<file path="src/rtl/sparse_pos_aligner_pkg.sv">
// rtl/sparse_pos_aligner_pkg.sv - shared defaults and FSM encoding for the sparse position aligner
package sparse_pos_aligner_pkg;

  localparam int WORD_WIDTH = 32;
  localparam int MAX_SIZE   = 19;
  localparam int IDX_W      = 5;
  localparam int POS_W      = 10;

  typedef enum logic [1:0] {
    ST_IDLE  = 2'd0,
    ST_REQ   = 2'd1,
    ST_ALIGN = 2'd2,
    ST_OUT   = 2'd3
  } state_t;

endpackage

</file>
<file path="src/rtl/sparse_pos_aligner_if.sv">
// rtl/sparse_pos_aligner_if.sv - position, word-pair and result buses of the aligner
interface sparse_pos_aligner_if #(
  parameter int WORD_WIDTH = sparse_pos_aligner_pkg::WORD_WIDTH,
  parameter int IDX_W      = sparse_pos_aligner_pkg::IDX_W,
  parameter int POS_W      = sparse_pos_aligner_pkg::POS_W
) ();
  import sparse_pos_aligner_pkg::*;

  logic [POS_W-1:0]      pos_in;
  logic                  pos_dummy;
  logic                  pos_valid;
  logic                  pos_ready;
  logic                  abort;
  logic                  sr_ready;
  logic [IDX_W-1:0]      sr_size;
  logic [IDX_W-1:0]      high_right_idx, high_left_idx, low_right_idx, low_left_idx;
  logic                  high_right_valid, high_left_valid, low_right_valid, low_left_valid;
  logic                  get_pair;
  logic                  pair_valid;
  logic [WORD_WIDTH-1:0] high_right_word, high_left_word, low_right_word, low_left_word;
  logic [WORD_WIDTH-1:0] out_high, out_low;
  logic                  out_dummy;
  logic                  out_valid;
  logic                  out_ready;

  // master is the aligner itself; slave is the surrounding shift_register/consumer side
  modport master (
    input  pos_in, pos_dummy, pos_valid, abort, sr_ready, sr_size, pair_valid,
           high_right_word, high_left_word, low_right_word, low_left_word, out_ready,
    output pos_ready, high_right_idx, high_left_idx, low_right_idx, low_left_idx,
           high_right_valid, high_left_valid, low_right_valid, low_left_valid,
           get_pair, out_high, out_low, out_dummy, out_valid
  );

  modport slave (
    output pos_in, pos_dummy, pos_valid, abort, sr_ready, sr_size, pair_valid,
           high_right_word, high_left_word, low_right_word, low_left_word, out_ready,
    input  pos_ready, high_right_idx, high_left_idx, low_right_idx, low_left_idx,
           high_right_valid, high_left_valid, low_right_valid, low_left_valid,
           get_pair, out_high, out_low, out_dummy, out_valid
  );

endinterface

</file>
<file path="src/rtl/sparse_pos_aligner_pair_funnel_shifter.sv">
// rtl/sparse_pos_aligner_pair_funnel_shifter.sv - combinational {left,right} >> s word extractor
module pair_funnel_shifter #(
  parameter int WORD_WIDTH = sparse_pos_aligner_pkg::WORD_WIDTH,
  parameter int SHIFT_W    = $clog2(WORD_WIDTH)
) (
  input  logic [WORD_WIDTH-1:0] left,
  input  logic [WORD_WIDTH-1:0] right,
  input  logic                  left_v,
  input  logic                  right_v,
  input  logic [SHIFT_W-1:0]    s,
  output logic [WORD_WIDTH-1:0] word
);
  import sparse_pos_aligner_pkg::*;

  logic [WORD_WIDTH-1:0]   left_m, right_m;
  logic [2*WORD_WIDTH-1:0] pair;

  // words beyond the live shift_register contents contribute zeros, whatever the bus carries
  always_comb begin
    left_m  = left_v  ? left  : '0;
    right_m = right_v ? right : '0;
    pair    = {left_m, right_m};
    word    = WORD_WIDTH'(pair >> s);
  end

endmodule

</file>
<file path="src/rtl/sparse_pos_aligner.sv">
// rtl/sparse_pos_aligner.sv - turns a sparse bit position into two word-aligned operands
module sparse_pos_aligner #(
  parameter int WORD_WIDTH = sparse_pos_aligner_pkg::WORD_WIDTH,
  parameter int MAX_SIZE   = sparse_pos_aligner_pkg::MAX_SIZE,
  parameter int IDX_W      = sparse_pos_aligner_pkg::IDX_W,
  parameter int POS_W      = sparse_pos_aligner_pkg::POS_W
) (
  input logic                clk,
  input logic                rst_n,
  sparse_pos_aligner_if.master bus
);
  import sparse_pos_aligner_pkg::*;

  // WORD_WIDTH is a power of two, so divide/modulo reduce to a shift and a bit slice
  localparam int SHIFT_W = $clog2(WORD_WIDTH);

  if ((2 ** POS_W) < (MAX_SIZE * WORD_WIDTH)) begin : g_pos_w_check
    $error("POS_W cannot address MAX_SIZE*WORD_WIDTH bits");
  end

  state_t                state;
  logic [SHIFT_W-1:0]    shift_r;
  logic                  dummy_r;
  logic [WORD_WIDTH-1:0] hr_w, hl_w, lr_w, ll_w;
  logic [WORD_WIDTH-1:0] high_aligned, low_aligned;
  logic [IDX_W:0]        w_ext, idx1, idx2, size_ext;
  logic                  accept;

  // one extra bit so w+1/w+2 past the index range compare as invalid instead of wrapping
  assign w_ext    = (IDX_W+1)'(bus.pos_in >> SHIFT_W);
  assign idx1     = w_ext + (IDX_W+1)'(1);
  assign idx2     = w_ext + (IDX_W+1)'(2);
  assign size_ext = {1'b0, bus.sr_size};

  assign bus.pos_ready = rst_n && (state == ST_IDLE) && bus.sr_ready;
  assign accept        = bus.pos_valid && bus.pos_ready;

  always_ff @(posedge clk or negedge rst_n) begin
    if (!rst_n) begin
      state                <= ST_IDLE;
      shift_r              <= '0;
      dummy_r              <= 1'b0;
      hr_w                 <= '0;
      hl_w                 <= '0;
      lr_w                 <= '0;
      ll_w                 <= '0;
      bus.high_right_idx   <= '0;
      bus.high_left_idx    <= '0;
      bus.low_right_idx    <= '0;
      bus.low_left_idx     <= '0;
      bus.high_right_valid <= 1'b0;
      bus.high_left_valid  <= 1'b0;
      bus.low_right_valid  <= 1'b0;
      bus.low_left_valid   <= 1'b0;
      bus.get_pair         <= 1'b0;
      bus.out_high         <= '0;
      bus.out_low          <= '0;
      bus.out_dummy        <= 1'b0;
      bus.out_valid        <= 1'b0;
    end else if (bus.abort) begin
      state         <= ST_IDLE;
      bus.get_pair  <= 1'b0;
      bus.out_valid <= 1'b0;
    end else begin
      case (state)
        ST_IDLE: begin
          if (accept) begin
            bus.low_right_idx    <= w_ext[IDX_W-1:0];
            bus.low_left_idx     <= idx1[IDX_W-1:0];
            bus.high_right_idx   <= idx1[IDX_W-1:0];
            bus.high_left_idx    <= idx2[IDX_W-1:0];
            bus.low_right_valid  <= w_ext < size_ext;
            bus.low_left_valid   <= idx1 < size_ext;
            bus.high_right_valid <= idx1 < size_ext;
            bus.high_left_valid  <= idx2 < size_ext;
            shift_r              <= bus.pos_in[SHIFT_W-1:0];
            dummy_r              <= bus.pos_dummy;
            bus.get_pair         <= 1'b1;
            state                <= ST_REQ;
          end
        end
        ST_REQ: begin
          if (bus.pair_valid) begin
            hr_w         <= bus.high_right_word;
            hl_w         <= bus.high_left_word;
            lr_w         <= bus.low_right_word;
            ll_w         <= bus.low_left_word;
            bus.get_pair <= 1'b0;
            state        <= ST_ALIGN;
          end
        end
        ST_ALIGN: begin
          bus.out_high  <= high_aligned;
          bus.out_low   <= low_aligned;
          bus.out_dummy <= dummy_r;
          bus.out_valid <= 1'b1;
          state         <= ST_OUT;
        end
        ST_OUT: begin
          if (bus.out_ready) begin
            bus.out_valid <= 1'b0;
            state         <= ST_IDLE;
          end
        end
        default: state <= ST_IDLE;
      endcase
    end
  end

  pair_funnel_shifter #(.WORD_WIDTH(WORD_WIDTH), .SHIFT_W(SHIFT_W)) u_high (
    .left    (hl_w),
    .right   (hr_w),
    .left_v  (bus.high_left_valid),
    .right_v (bus.high_right_valid),
    .s       (shift_r),
    .word    (high_aligned)
  );

  pair_funnel_shifter #(.WORD_WIDTH(WORD_WIDTH), .SHIFT_W(SHIFT_W)) u_low (
    .left    (ll_w),
    .right   (lr_w),
    .left_v  (bus.low_left_valid),
    .right_v (bus.low_right_valid),
    .s       (shift_r),
    .word    (low_aligned)
  );

endmodule

</file>
<file path="src/flat_wrapper.sv">
// flat-port wrapper written by rule: the top's interface ports become plain ports
module sparse_pos_aligner_flat import sparse_pos_aligner_pkg::*;
#(
  parameter int WORD_WIDTH = sparse_pos_aligner_pkg::WORD_WIDTH,
  parameter int MAX_SIZE   = sparse_pos_aligner_pkg::MAX_SIZE,
  parameter int IDX_W      = sparse_pos_aligner_pkg::IDX_W,
  parameter int POS_W      = sparse_pos_aligner_pkg::POS_W
)
  (clk, rst_n, bus_pos_in, bus_pos_dummy, bus_pos_valid, bus_abort, bus_sr_ready, bus_sr_size, bus_pair_valid, bus_high_right_word, bus_high_left_word, bus_low_right_word, bus_low_left_word, bus_out_ready, bus_pos_ready, bus_high_right_idx, bus_high_left_idx, bus_low_right_idx, bus_low_left_idx, bus_high_right_valid, bus_high_left_valid, bus_low_right_valid, bus_low_left_valid, bus_get_pair, bus_out_high, bus_out_low, bus_out_dummy, bus_out_valid);
  sparse_pos_aligner_if #(.WORD_WIDTH(WORD_WIDTH), .IDX_W(IDX_W), .POS_W(POS_W)) bus_i ();
  input logic clk;
  input logic rst_n;
  input wire logic [$bits(bus_i.pos_in)-1:0] bus_pos_in;
  input wire logic [$bits(bus_i.pos_dummy)-1:0] bus_pos_dummy;
  input wire logic [$bits(bus_i.pos_valid)-1:0] bus_pos_valid;
  input wire logic [$bits(bus_i.abort)-1:0] bus_abort;
  input wire logic [$bits(bus_i.sr_ready)-1:0] bus_sr_ready;
  input wire logic [$bits(bus_i.sr_size)-1:0] bus_sr_size;
  input wire logic [$bits(bus_i.pair_valid)-1:0] bus_pair_valid;
  input wire logic [$bits(bus_i.high_right_word)-1:0] bus_high_right_word;
  input wire logic [$bits(bus_i.high_left_word)-1:0] bus_high_left_word;
  input wire logic [$bits(bus_i.low_right_word)-1:0] bus_low_right_word;
  input wire logic [$bits(bus_i.low_left_word)-1:0] bus_low_left_word;
  input wire logic [$bits(bus_i.out_ready)-1:0] bus_out_ready;
  output wire logic [$bits(bus_i.pos_ready)-1:0] bus_pos_ready;
  output wire logic [$bits(bus_i.high_right_idx)-1:0] bus_high_right_idx;
  output wire logic [$bits(bus_i.high_left_idx)-1:0] bus_high_left_idx;
  output wire logic [$bits(bus_i.low_right_idx)-1:0] bus_low_right_idx;
  output wire logic [$bits(bus_i.low_left_idx)-1:0] bus_low_left_idx;
  output wire logic [$bits(bus_i.high_right_valid)-1:0] bus_high_right_valid;
  output wire logic [$bits(bus_i.high_left_valid)-1:0] bus_high_left_valid;
  output wire logic [$bits(bus_i.low_right_valid)-1:0] bus_low_right_valid;
  output wire logic [$bits(bus_i.low_left_valid)-1:0] bus_low_left_valid;
  output wire logic [$bits(bus_i.get_pair)-1:0] bus_get_pair;
  output wire logic [$bits(bus_i.out_high)-1:0] bus_out_high;
  output wire logic [$bits(bus_i.out_low)-1:0] bus_out_low;
  output wire logic [$bits(bus_i.out_dummy)-1:0] bus_out_dummy;
  output wire logic [$bits(bus_i.out_valid)-1:0] bus_out_valid;
  assign bus_i.pos_in = bus_pos_in;
  assign bus_i.pos_dummy = bus_pos_dummy;
  assign bus_i.pos_valid = bus_pos_valid;
  assign bus_i.abort = bus_abort;
  assign bus_i.sr_ready = bus_sr_ready;
  assign bus_i.sr_size = bus_sr_size;
  assign bus_i.pair_valid = bus_pair_valid;
  assign bus_i.high_right_word = bus_high_right_word;
  assign bus_i.high_left_word = bus_high_left_word;
  assign bus_i.low_right_word = bus_low_right_word;
  assign bus_i.low_left_word = bus_low_left_word;
  assign bus_i.out_ready = bus_out_ready;
  assign bus_pos_ready = bus_i.pos_ready;
  assign bus_high_right_idx = bus_i.high_right_idx;
  assign bus_high_left_idx = bus_i.high_left_idx;
  assign bus_low_right_idx = bus_i.low_right_idx;
  assign bus_low_left_idx = bus_i.low_left_idx;
  assign bus_high_right_valid = bus_i.high_right_valid;
  assign bus_high_left_valid = bus_i.high_left_valid;
  assign bus_low_right_valid = bus_i.low_right_valid;
  assign bus_low_left_valid = bus_i.low_left_valid;
  assign bus_get_pair = bus_i.get_pair;
  assign bus_out_high = bus_i.out_high;
  assign bus_out_low = bus_i.out_low;
  assign bus_out_dummy = bus_i.out_dummy;
  assign bus_out_valid = bus_i.out_valid;
  sparse_pos_aligner #(.WORD_WIDTH(WORD_WIDTH), .MAX_SIZE(MAX_SIZE), .IDX_W(IDX_W), .POS_W(POS_W)) u_core (.clk(clk), .rst_n(rst_n), .bus(bus_i));
endmodule
</file>
<file path="config.mk">
export PLATFORM = sky130hd
export DESIGN_NAME = sparse_pos_aligner_flat
export DESIGN_NICKNAME = d
export VERILOG_FILES = /design/src/rtl/sparse_pos_aligner_pkg.sv /design/src/rtl/sparse_pos_aligner_if.sv /design/src/rtl/sparse_pos_aligner_pair_funnel_shifter.sv /design/src/rtl/sparse_pos_aligner.sv /design/src/flat_wrapper.sv
export SDC_FILE = /design/constraint.sdc
export NUM_CORES = 1
export LEC_CHECK = 0
export ABC_AREA = 1
export ABC_CLOCK_PERIOD_IN_PS = 2000
export CAP_MARGIN = 30
export CORE_MARGIN = 2
export CORE_UTILIZATION = 40
export CTS_CLUSTER_SIZE = 30
export DETAILED_ROUTE_END_ITERATION = 10
export MAX_ROUTING_LAYER = met4
export PLACE_DENSITY = 0.68
export SYNTH_ARGS = -nofsm -noshare
export SYNTH_HDL_FRONTEND = slang
export SYNTH_HIERARCHICAL = 1
export SYNTH_SLANG_ARGS = --single-unit
</file>
<file path="constraint.sdc">
create_clock -name clk -period 2 [get_ports clk]
set_input_delay 0.5 -clock clk [delete_from_list [all_inputs] [get_ports clk]]
set_output_delay 0.5 -clock clk [all_outputs]
set_load 0.1 [all_outputs]
</file>
# Yosys cells after proc, flatten, opt, wreduce, memory -nomap -nowiden

Cells that the tools add are included.

$lt $le $gt $ge: 3
Bitwise operators: 1
Equality and inequality tests: 6
Add/sub/neg operators: 2
Reduce and logical (&&, ||, !) cells: 12
Muxes and demuxes: 16
Shift-type cells: 2

Operators with widths:

| cell                                                                     | count |
|---|---|
| 32-bit 2-to-1 mux                                                        | 4 |
| 64-bit by 5-bit right shift with 32-bit output                           | 2 |
| 6-bit by 5-bit < comparator with 1-bit output                            | 2 |
| 3-bit AND reduction                                                      | 4 |
| 2-bit 2-to-1 mux                                                         | 4 |
| 2-bit case mux with 4 select lines                                       | 1 |
| 5-bit by 1-bit adder with 6-bit output (second input constant)           | 1 |
| 5-bit by 2-bit adder with 6-bit output (second input constant)           | 1 |
| 3-bit inequality test (second input constant)                            | 2 |
| 3-bit nonzero test                                                       | 2 |
| 5-bit < comparator                                                       | 1 |
| 1-bit 2-to-1 mux                                                         | 5 |
| 2-bit == test (second input constant)                                    | 2 |
| 1-bit case mux with 2 select lines                                       | 2 |
| 2-bit AND reduction                                                      | 2 |
| 1-bit logical AND                                                        | 3 |
| 3-bit by 2-bit inequality test with 1-bit output (second input constant) | 1 |
| 2-bit by 1-bit == test with 1-bit output (second input constant)         | 1 |
| 2-bit logical NOT                                                        | 1 |
| 1-bit inverter                                                           | 1 |

Flip-flop bits (word level): 221
Word-level logic and storage cells: 60
Output and inout port bits: 92

# Depth between registers and ports, before layout

Gate-level depths: netlist of run 1.

Depth after elaboration: 7
Gate-level depth with buffers: 12
Depth with buffers taken out: 12

# Modules after synthesis

The synthesis of run 1 kept the hierarchy.

By module, submodules not included:

| module              | area each (sq um) | cells an instance | seq. area each (sq um) | instances |
|---|---|---|---|---|
| sparse_pos_aligner  | 9,439.1           | 617               | 5,505.3                | 1 |
| pair_funnel_shifter | 3,224.3           | 676               | 0.0                    | 2 |

# Worst setup path after synthesis of run 1

OpenSTA, ideal clock, no wires.

Path type: register to register
From: reg u_core.state[0]
To: reg u_core.bus.low_left_idx[0]
Library setup time: 120 ps
Stages on the path, launching flop included: 10
Clock period less this slack: 2,374 ps
Arrival time: 2,253 ps
Path slack: -374 ps
Cell sequence: dfrtp_1 -> inv_1 -> ha_1 -> nand2_1 -> nor2_2 -> nand3_2 -> inv_2 -> buf_2 -> nand2_1 -> o21a_1

Longest elaborated chain between the ends: 5

RTL lines:

| what                                 | RTL line                    | text |
|---|---|---|
| start, declared                      | sparse_pos_aligner.sv:21    | `state_t state;` |
| start signal, assigned               | sparse_pos_aligner.sv:40    | `state <= ST_IDLE;` |
| start signal, assigned               | sparse_pos_aligner.sv:61    | `state <= ST_IDLE;` |
| start signal, assigned               | sparse_pos_aligner.sv:79    | `state <= ST_REQ;` |
| 2-bit logical NOT                    | sparse_pos_aligner.sv:35    | `assign bus.pos_ready = rst_n && (state == ST_IDLE) && bus.sr_ready;` |
| 1-bit logical AND (2 in series)      | sparse_pos_aligner.sv:35    |  |
| via bus_pos_ready                    | flat_wrapper.sv:25          | `output wire logic [$bits(bus_i.pos_ready)-1:0] bus_pos_ready;` |
| 1-bit logical AND                    | sparse_pos_aligner.sv:36    | `assign accept = bus.pos_valid && bus.pos_ready;` |
| 3-bit AND reduction (no source line) | n/a                         |  |
| end signal, assigned                 | sparse_pos_aligner.sv:69    | `bus.low_left_idx <= idx1[IDX_W-1:0];` |
| end, declared                        | sparse_pos_aligner_if.sv:30 | `output pos_ready, high_right_idx, high_left_idx, low_right_idx, low_left_idx,` |

The timed path passes the listed nets, and every way through them passes these cells.
A chain may end at the register's enable or synchronous reset.

# Worst setup path after layout of run 1

From: reg u_core.state[1]
To: out bus_pos_ready

Longest elaborated chain between the ends: 3

RTL lines:

| what                            | RTL line |
|---|---|
| 2-bit logical NOT               | sparse_pos_aligner.sv:35 |
| 1-bit logical AND (2 in series) | sparse_pos_aligner.sv:35 |
| end, declared                   | flat_wrapper.sv:25 |

Every way passes these cells.

==> PnR_summary.wiki, run 1 <==
{| class="wikitable"
! Metric !! Value
|-
| Routed length on met3 || 3416 µm
|-
| Count of nets left with antenna violations after detail routing || 0
|-
| Maximum root-to-sink buffer count || 3
|-
| Number of warnings issued by yosys || 6
|-
| Count of final hold-check violations || 0
|-
| Number of cells on the critical path || 5
|-
| Master of the slowest instance on the critical path || dfrtp_1
|-
| Tightest slew margin relative to the limit || 45.28%
|-
| Actual slew at the worst max-slew pin || 820.7 ps
|-
| Die Ht || 202.8 µm
|-
| Max FO, Critical Path || 2
|-
| R2r worst-path depth || 9
|-
| Worst Setup Start Kind || register
|-
| Final setup fails || 3
|-
| Post-layout instance area || 0.02162 mm²
|-
| Die Footprint || 0.04114 mm²
|-
| Worst setup path class || register to primary output
|-
| Final clock skew || 16.31 ps
|-
| Delay contributed by the slowest stage of the critical path || 400 ps
|-
| Final Slew Violations || 0
|-
| CTS Buf Count || 25
|-
| Effective utilization at floorplan || 40.73%
|-
| Post-layout minimum cycle time || 2020 ps
|-
| Post-synth net total || 2135
|-
| Unrepaired setup endpoints after global routing || yes
|-
| Share of post-route cells with drive strength above 1 || 26.77%
|-
| Count of mapped cells out of synthesis || 1965
|-
| Most common cell after layout, fill and taps aside || nand3_1
|-
| Overall fraction of global-route tracks in use || 26.73%
|-
| Width of the die || 202.8 µm
|-
| Number of global-route vias before repair || 14890
|-
| Top layer in use || met4
|-
| Clock sink total || 218
|-
| CTS root buffer || clkbuf_16
|-
| Total number of vias || 15580
|-
| Wirelength, routed || 55570 µm
|-
| Pre-antenna DRT Iters || 8
|-
| Routed WL per cell || 20.49 µm
|-
| Detailed-route DRC error count || 0
|-
| CP arrival || 1520 ps
|-
| Post-Place Cells || 2639
|-
| Post-synth design cell area || 0.01582 mm²
|-
| Routed met1 length || 24110 µm
|-
| Reg2Reg Capture Point || u_core/bus.out_low[0]
|-
| Number of design-rule violations left by the first detailed-router iteration || 1593
|-
| Hold crit path type || input pin to async pin
|-
| Routability congestion estimate || 0.9504
|-
| Crit path cell chain || inv_2, ha_4, nand2_4, nor2_4, buf_12
|-
| Timing-limited maximum frequency || 495.0 MHz
|-
| Count of placed standard cells in the final layout, fillers left out || 2712
|-
| Leading cell types in the layout, fill and taps excluded || 841 x nand3_1, 327 x nand2_1, 210 x dfrtp_1
|-
| Average size of a mapped cell || 8.048 µm²
|-
| Worst path buffer plus inverter count || 2
|-
| GR Overflow Total || 0
|-
| Total half-perimeter wirelength after legalization and detailed placement || 40310 µm
|-
| Std-Cell Core Area || 0.03883 mm²
|-
| Result of the run || finished with violations
|-
| Startpoint of the worst-slack reg-to-reg timing path || u_core/shift_r[0]
|-
| Max-cap violations || 0
|-
| Register-to-register setup slack || 30 ps
|-
| Cell type group with the largest total delay on the critical path || flip-flops
|-
| Average via count per standard cell || 5.744
|-
| Quantity of hold-fixing buffers added after cts || 0
|-
| TritonCTS clock tree || done
|-
| Net count reported at finish || 2344
|-
| I/O Buffers || 240
|-
| Worst setup path start || u_core/state[1]
|-
| Violations in the final reports || setup timing
|-
| Placement Rows || 72
|-
| Post-DP Area || 0.01976 mm²
|-
| Clock insertion delay at the later pin of the skew report || 550 ps
|-
| I/O pin count || 243
|-
| Met2 wire len || 26500 µm
|-
| Total number of H-tree levels || 1
|-
| Nature of the critical path endpoint || primary output
|-
| WP data required || 1500 ps
|-
| Area growth from synthesis to layout || 36.72%
|-
| Number of antenna violations at the first check in global routing || 1
|-
| Clock slew at the register clock pins of the worst setup and hold paths || 60 ps
|-
| Share of the clock period used by the worst path after layout || 101.0%
|-
| Maximum number of pins on one net before global-route repair || 110
|-
| Final worst-path setup slack || -20.05 ps
|-
| First-pass GRT wire length || 84970 µm
|}
-- registers in the layout, indices dropped and copies added (netlist names), 4 cells and up --
register                  cells
u_core/hr_w                  32
u_core/shift_r                5
u_core/bus.low_left_idx       5
u_core/bus.out_high          32
u_core/lr_w                  32
u_core/bus.low_right_idx      4
u_core/hl_w                  31
u_core/ll_w                  31
u_core/bus.high_left_idx      5
u_core/bus.out_low           32
-- worst max path at each step --
stage,to
floorplan,u_core/bus.low_left_idx[0]
global placement,u_core/bus.low_left_valid
detailed placement,u_core/bus.low_left_valid
CTS,bus_pos_ready
global route,bus_pos_ready
finish,bus_pos_ready
-- layer usage --
metal  GRT usage (%)  up-vias
met2           42.97      607
met4           7.325        0
met3           3.002       98
met1           35.83     7489
met5               -        -
li1                -     7383
-- final cells by class --
type / instances / area, µm²
fillers: 3437 / 17210
inverters: 34 / 152.6
well taps: 518 / 648.1
repair buffers: 351 / 4775
clock inverters: 7 / 70.07
flip-flops and latches: 218 / 5475
clock buffers: 39 / 758.2
diodes: 1 / 2.502
multi-input cells: 1544 / 9741
-- repair_timing --
| item | 4_1_cts | 5_1_grt |
|---|---|---|
| gates cloned | 0 | 7 |
| setup buffers | 9 | 10 |
| pin swaps | 2 | 2 |
| gates resized for setup | 8 | 146 |
| setup endpoints to repair | 13 | 62 |
-- through the flow --
stage,worst slack (ps),setup TNS (ps),util (%),hold WS (ps)
after floorplan,25.32,0,-,204.4
after global placement,-296.5,-2221,50.90,498.9
after detailed placement,-285.4,-3449,50.90,504.4
after CTS,-41.04,-41.04,53.27,65.49
after global routing,-82.32,-606.6,55.69,112.4
final,-20.05,-23.56,55.69,53.91
Power of run 1 is left out: the tool's default activity adds up to more than one toggle a clock period on the data nets, which glitch-free logic cannot reach.
==> run 2: changes to the inputs <==
Settings changed: CORE_ASPECT_RATIO from default to 1.1, CTS_CLUSTER_SIZE 30 to 10.
==> run 2 against run 1 <==
  * The flow still finishes with violations (setup timing)
  * Clock-buffer cell count is 1 higher
  * Core utilization is 0.27 points lower
  * First-iteration DRC count is 11% lower
  * Global-route usage is 1.1 points lower
  * Maximum frequency is 0.76% lower
  * Non-clock buffer count is 10 lower
  * Wire length is 2.9% lower
  * Register-to-register slack hardly changed
  * Sequential share of layout area hardly changed
  * Worst hold slack worse by 15 ps
  * Die area hardly changed
  * Via count is 0.39% lower
  * Critical path type unchanged
  * Critical endpoint unchanged
==> PnR_summary.wiki, run 2 (same netlist as run 1, synthesis figures left out) <==
{| class="wikitable"
! Metric !! Value
|-
| Unrepaired setup endpoints after global routing || yes
|-
| Total half-perimeter wirelength after legalization and detailed placement || 39020 µm
|-
| Maximum number of pins on one net before global-route repair || 116
|-
| Total number of H-tree levels || 1
|-
| Leading cell types in the layout, fill and taps excluded || 790 x nand3_1, 327 x nand2_1, 210 x dfrtp_1
|-
| Die Ht || 212.5 µm
|-
| Tightest slew margin relative to the limit || 47.24%
|-
| Number of design-rule violations left by the first detailed-router iteration || 1422
|-
| I/O Buffers || 240
|-
| Aggregate negative setup slack || -35.52 ps
|-
| Area growth from synthesis to layout || 36.94%
|-
| Actual slew at the worst max-slew pin || 791.3 ps
|-
| Post-layout instance area || 0.02166 mm²
|-
| I/O pin count || 243
|-
| Die Footprint || 0.04115 mm²
|-
| Effective utilization at floorplan || 40.47%
|-
| Most common cell after layout, fill and taps aside || nand3_1
|-
| Count of nets left with antenna violations after detail routing || 0
|-
| Final setup fails || 1
|-
| CTS Buf Count || 27
|-
| Total number of vias || 15520
|-
| Timing-limited maximum frequency || 491.3 MHz
|-
| Layout fillers || 3458
|-
| Max FO, Critical Path || 2
|-
| CP arrival || 1540 ps
|-
| Count of final hold-check violations || 0
|-
| Nature of the critical path endpoint || primary output
|-
| Final Slew Violations || 0
|-
| Wirelength, routed || 53950 µm
|-
| Net count reported at finish || 2336
|-
| Average via count per standard cell || 5.771
|-
| First-pass GRT wire length || 81900 µm
|-
| Final worst-path setup slack || -35.52 ps
|-
| CTS root buffer || clkbuf_16
|-
| Hold crit path type || input pin to async pin
|-
| WP data required || 1500 ps
|-
| Clock sink total || 218
|-
| Number of global-route vias before repair || 14660
|-
| Met2 Track Usage GR || 44.13%
|-
| Post-DP Area || 0.01973 mm²
|-
| Overall fraction of global-route tracks in use || 25.62%
|-
| Final clock skew || 10.47 ps
|-
| Worst Setup Start Kind || register
|-
| GR met1 Demand/Resource || 31.91%
|-
| Placement Rows || 76
|-
| Routing usage on met3 || 2.284%
|-
| Clock slew at the register clock pins of the worst setup and hold paths || 60 ps
|-
| Detailed-route DRC error count || 0
|-
| Worst setup path class || register to primary output
|-
| Routed WL per cell || 20.06 µm
|-
| Pre-antenna DRT Iters || 6
|-
| Maximum root-to-sink buffer count || 3
|-
| TritonCTS clock tree || done
|-
| Violations in the final reports || setup timing
|-
| Share of the clock period used by the worst path after layout || 101.8%
|-
| Max-cap violations || 0
|-
| Post-layout minimum cycle time || 2036 ps
|-
| Routability congestion estimate || 0.9672
|-
| Number of antenna violations at the first check in global routing || 2
|-
| Clock insertion delay at the later pin of the skew report || 550 ps
|-
| Layer carrying the most global-route usage || met2
|-
| GR Overflow Total || 0
|-
| Share of post-route cells with drive strength above 1 || 28.49%
|-
| Result of the run || finished with violations
|-
| Std-Cell Core Area || 0.03908 mm²
|-
| Width of the die || 193.6 µm
|}
run 2: cell types whose count changed in the layout (fill, tap and decap cells not counted), sizes merged:
cell / change
clkbuf: -5
buf: -4
clkinv: -3
clkinvlp: -1
diode: +1
run 2: worst max-delay path, stage by stage, from the launching register on:
cell and delay, ps:
dfrtp_1 390, inv_2 90, ha_4 150, nand2_4 50, nor2_4 130, buf_12 180
run 2: layer usage:
| layer | vias to the layer above | routed length (µm) |
|---|---|---|
| met4 | 0 | 1838 |
| met1 | 7500 | 22430 |
| li1 | 7339 | - |
| met5 | - | 0 |
| met2 | 573 | 26840 |
| met3 | 105 | 2843 |
run 2: path summary, 6_finish.rpt:
path,startpoint,to,slack (ps),depth (start not counted)
worst min register to register,u_core/lr_w[0],u_core/lr_w[0],520,1
worst min-delay path,rst_n,u_core/hl_w[18],40,2
max in group asynchronous,rst_n,u_core/bus.out_low[11],1340,2
worst max register to register,u_core/shift_r[0],u_core/bus.out_high[24],20,9
min in group clk,bus_pos_in[0],u_core/shift_r[0],490,3
worst max-delay path,u_core/state[0],bus_pos_ready,-40,5
run 2: metrics by stage:
step,hold slack [ps],setup WS (ps),util [%],cells
after CTS,72.31,-50.08,52.70,2675
after floorplan,204.4,25.32,-,1965
after global placement,503.8,-313.3,50.48,2627
after global routing,82.14,-88.00,55.41,2689
after detailed placement,506.8,-334.8,50.48,2627
final,38.65,-35.52,55.41,2689
run 2: layout make-up:
cell class | count | area [µm²] | area share [%]
Multi-Input combinational cell | 1544 | 9996 | 46.16
Sequential cell | 218 | 5475 | 25.28
Timing Repair Buffer | 341 | 4606 | 21.27
Clock buffer | 40 | 754.5 | 3.484
Tap cell | 507 | 634.4 | 2.929
Inverter | 34 | 142.6 | 0.6586
Clock inverter | 3 | 43.79 | 0.2022
Antenna cell | 2 | 5.005 | 0.02311
run 2: timing repair:
action	4_1_cts	5_1_grt
setup buffers	5	7
cloned	0	5
resized for setup	9	194
hold buffers	0	0
pin swaps	2	8
setup endpoints to repair	21	47
Power of run 2 is left out for the same reason.
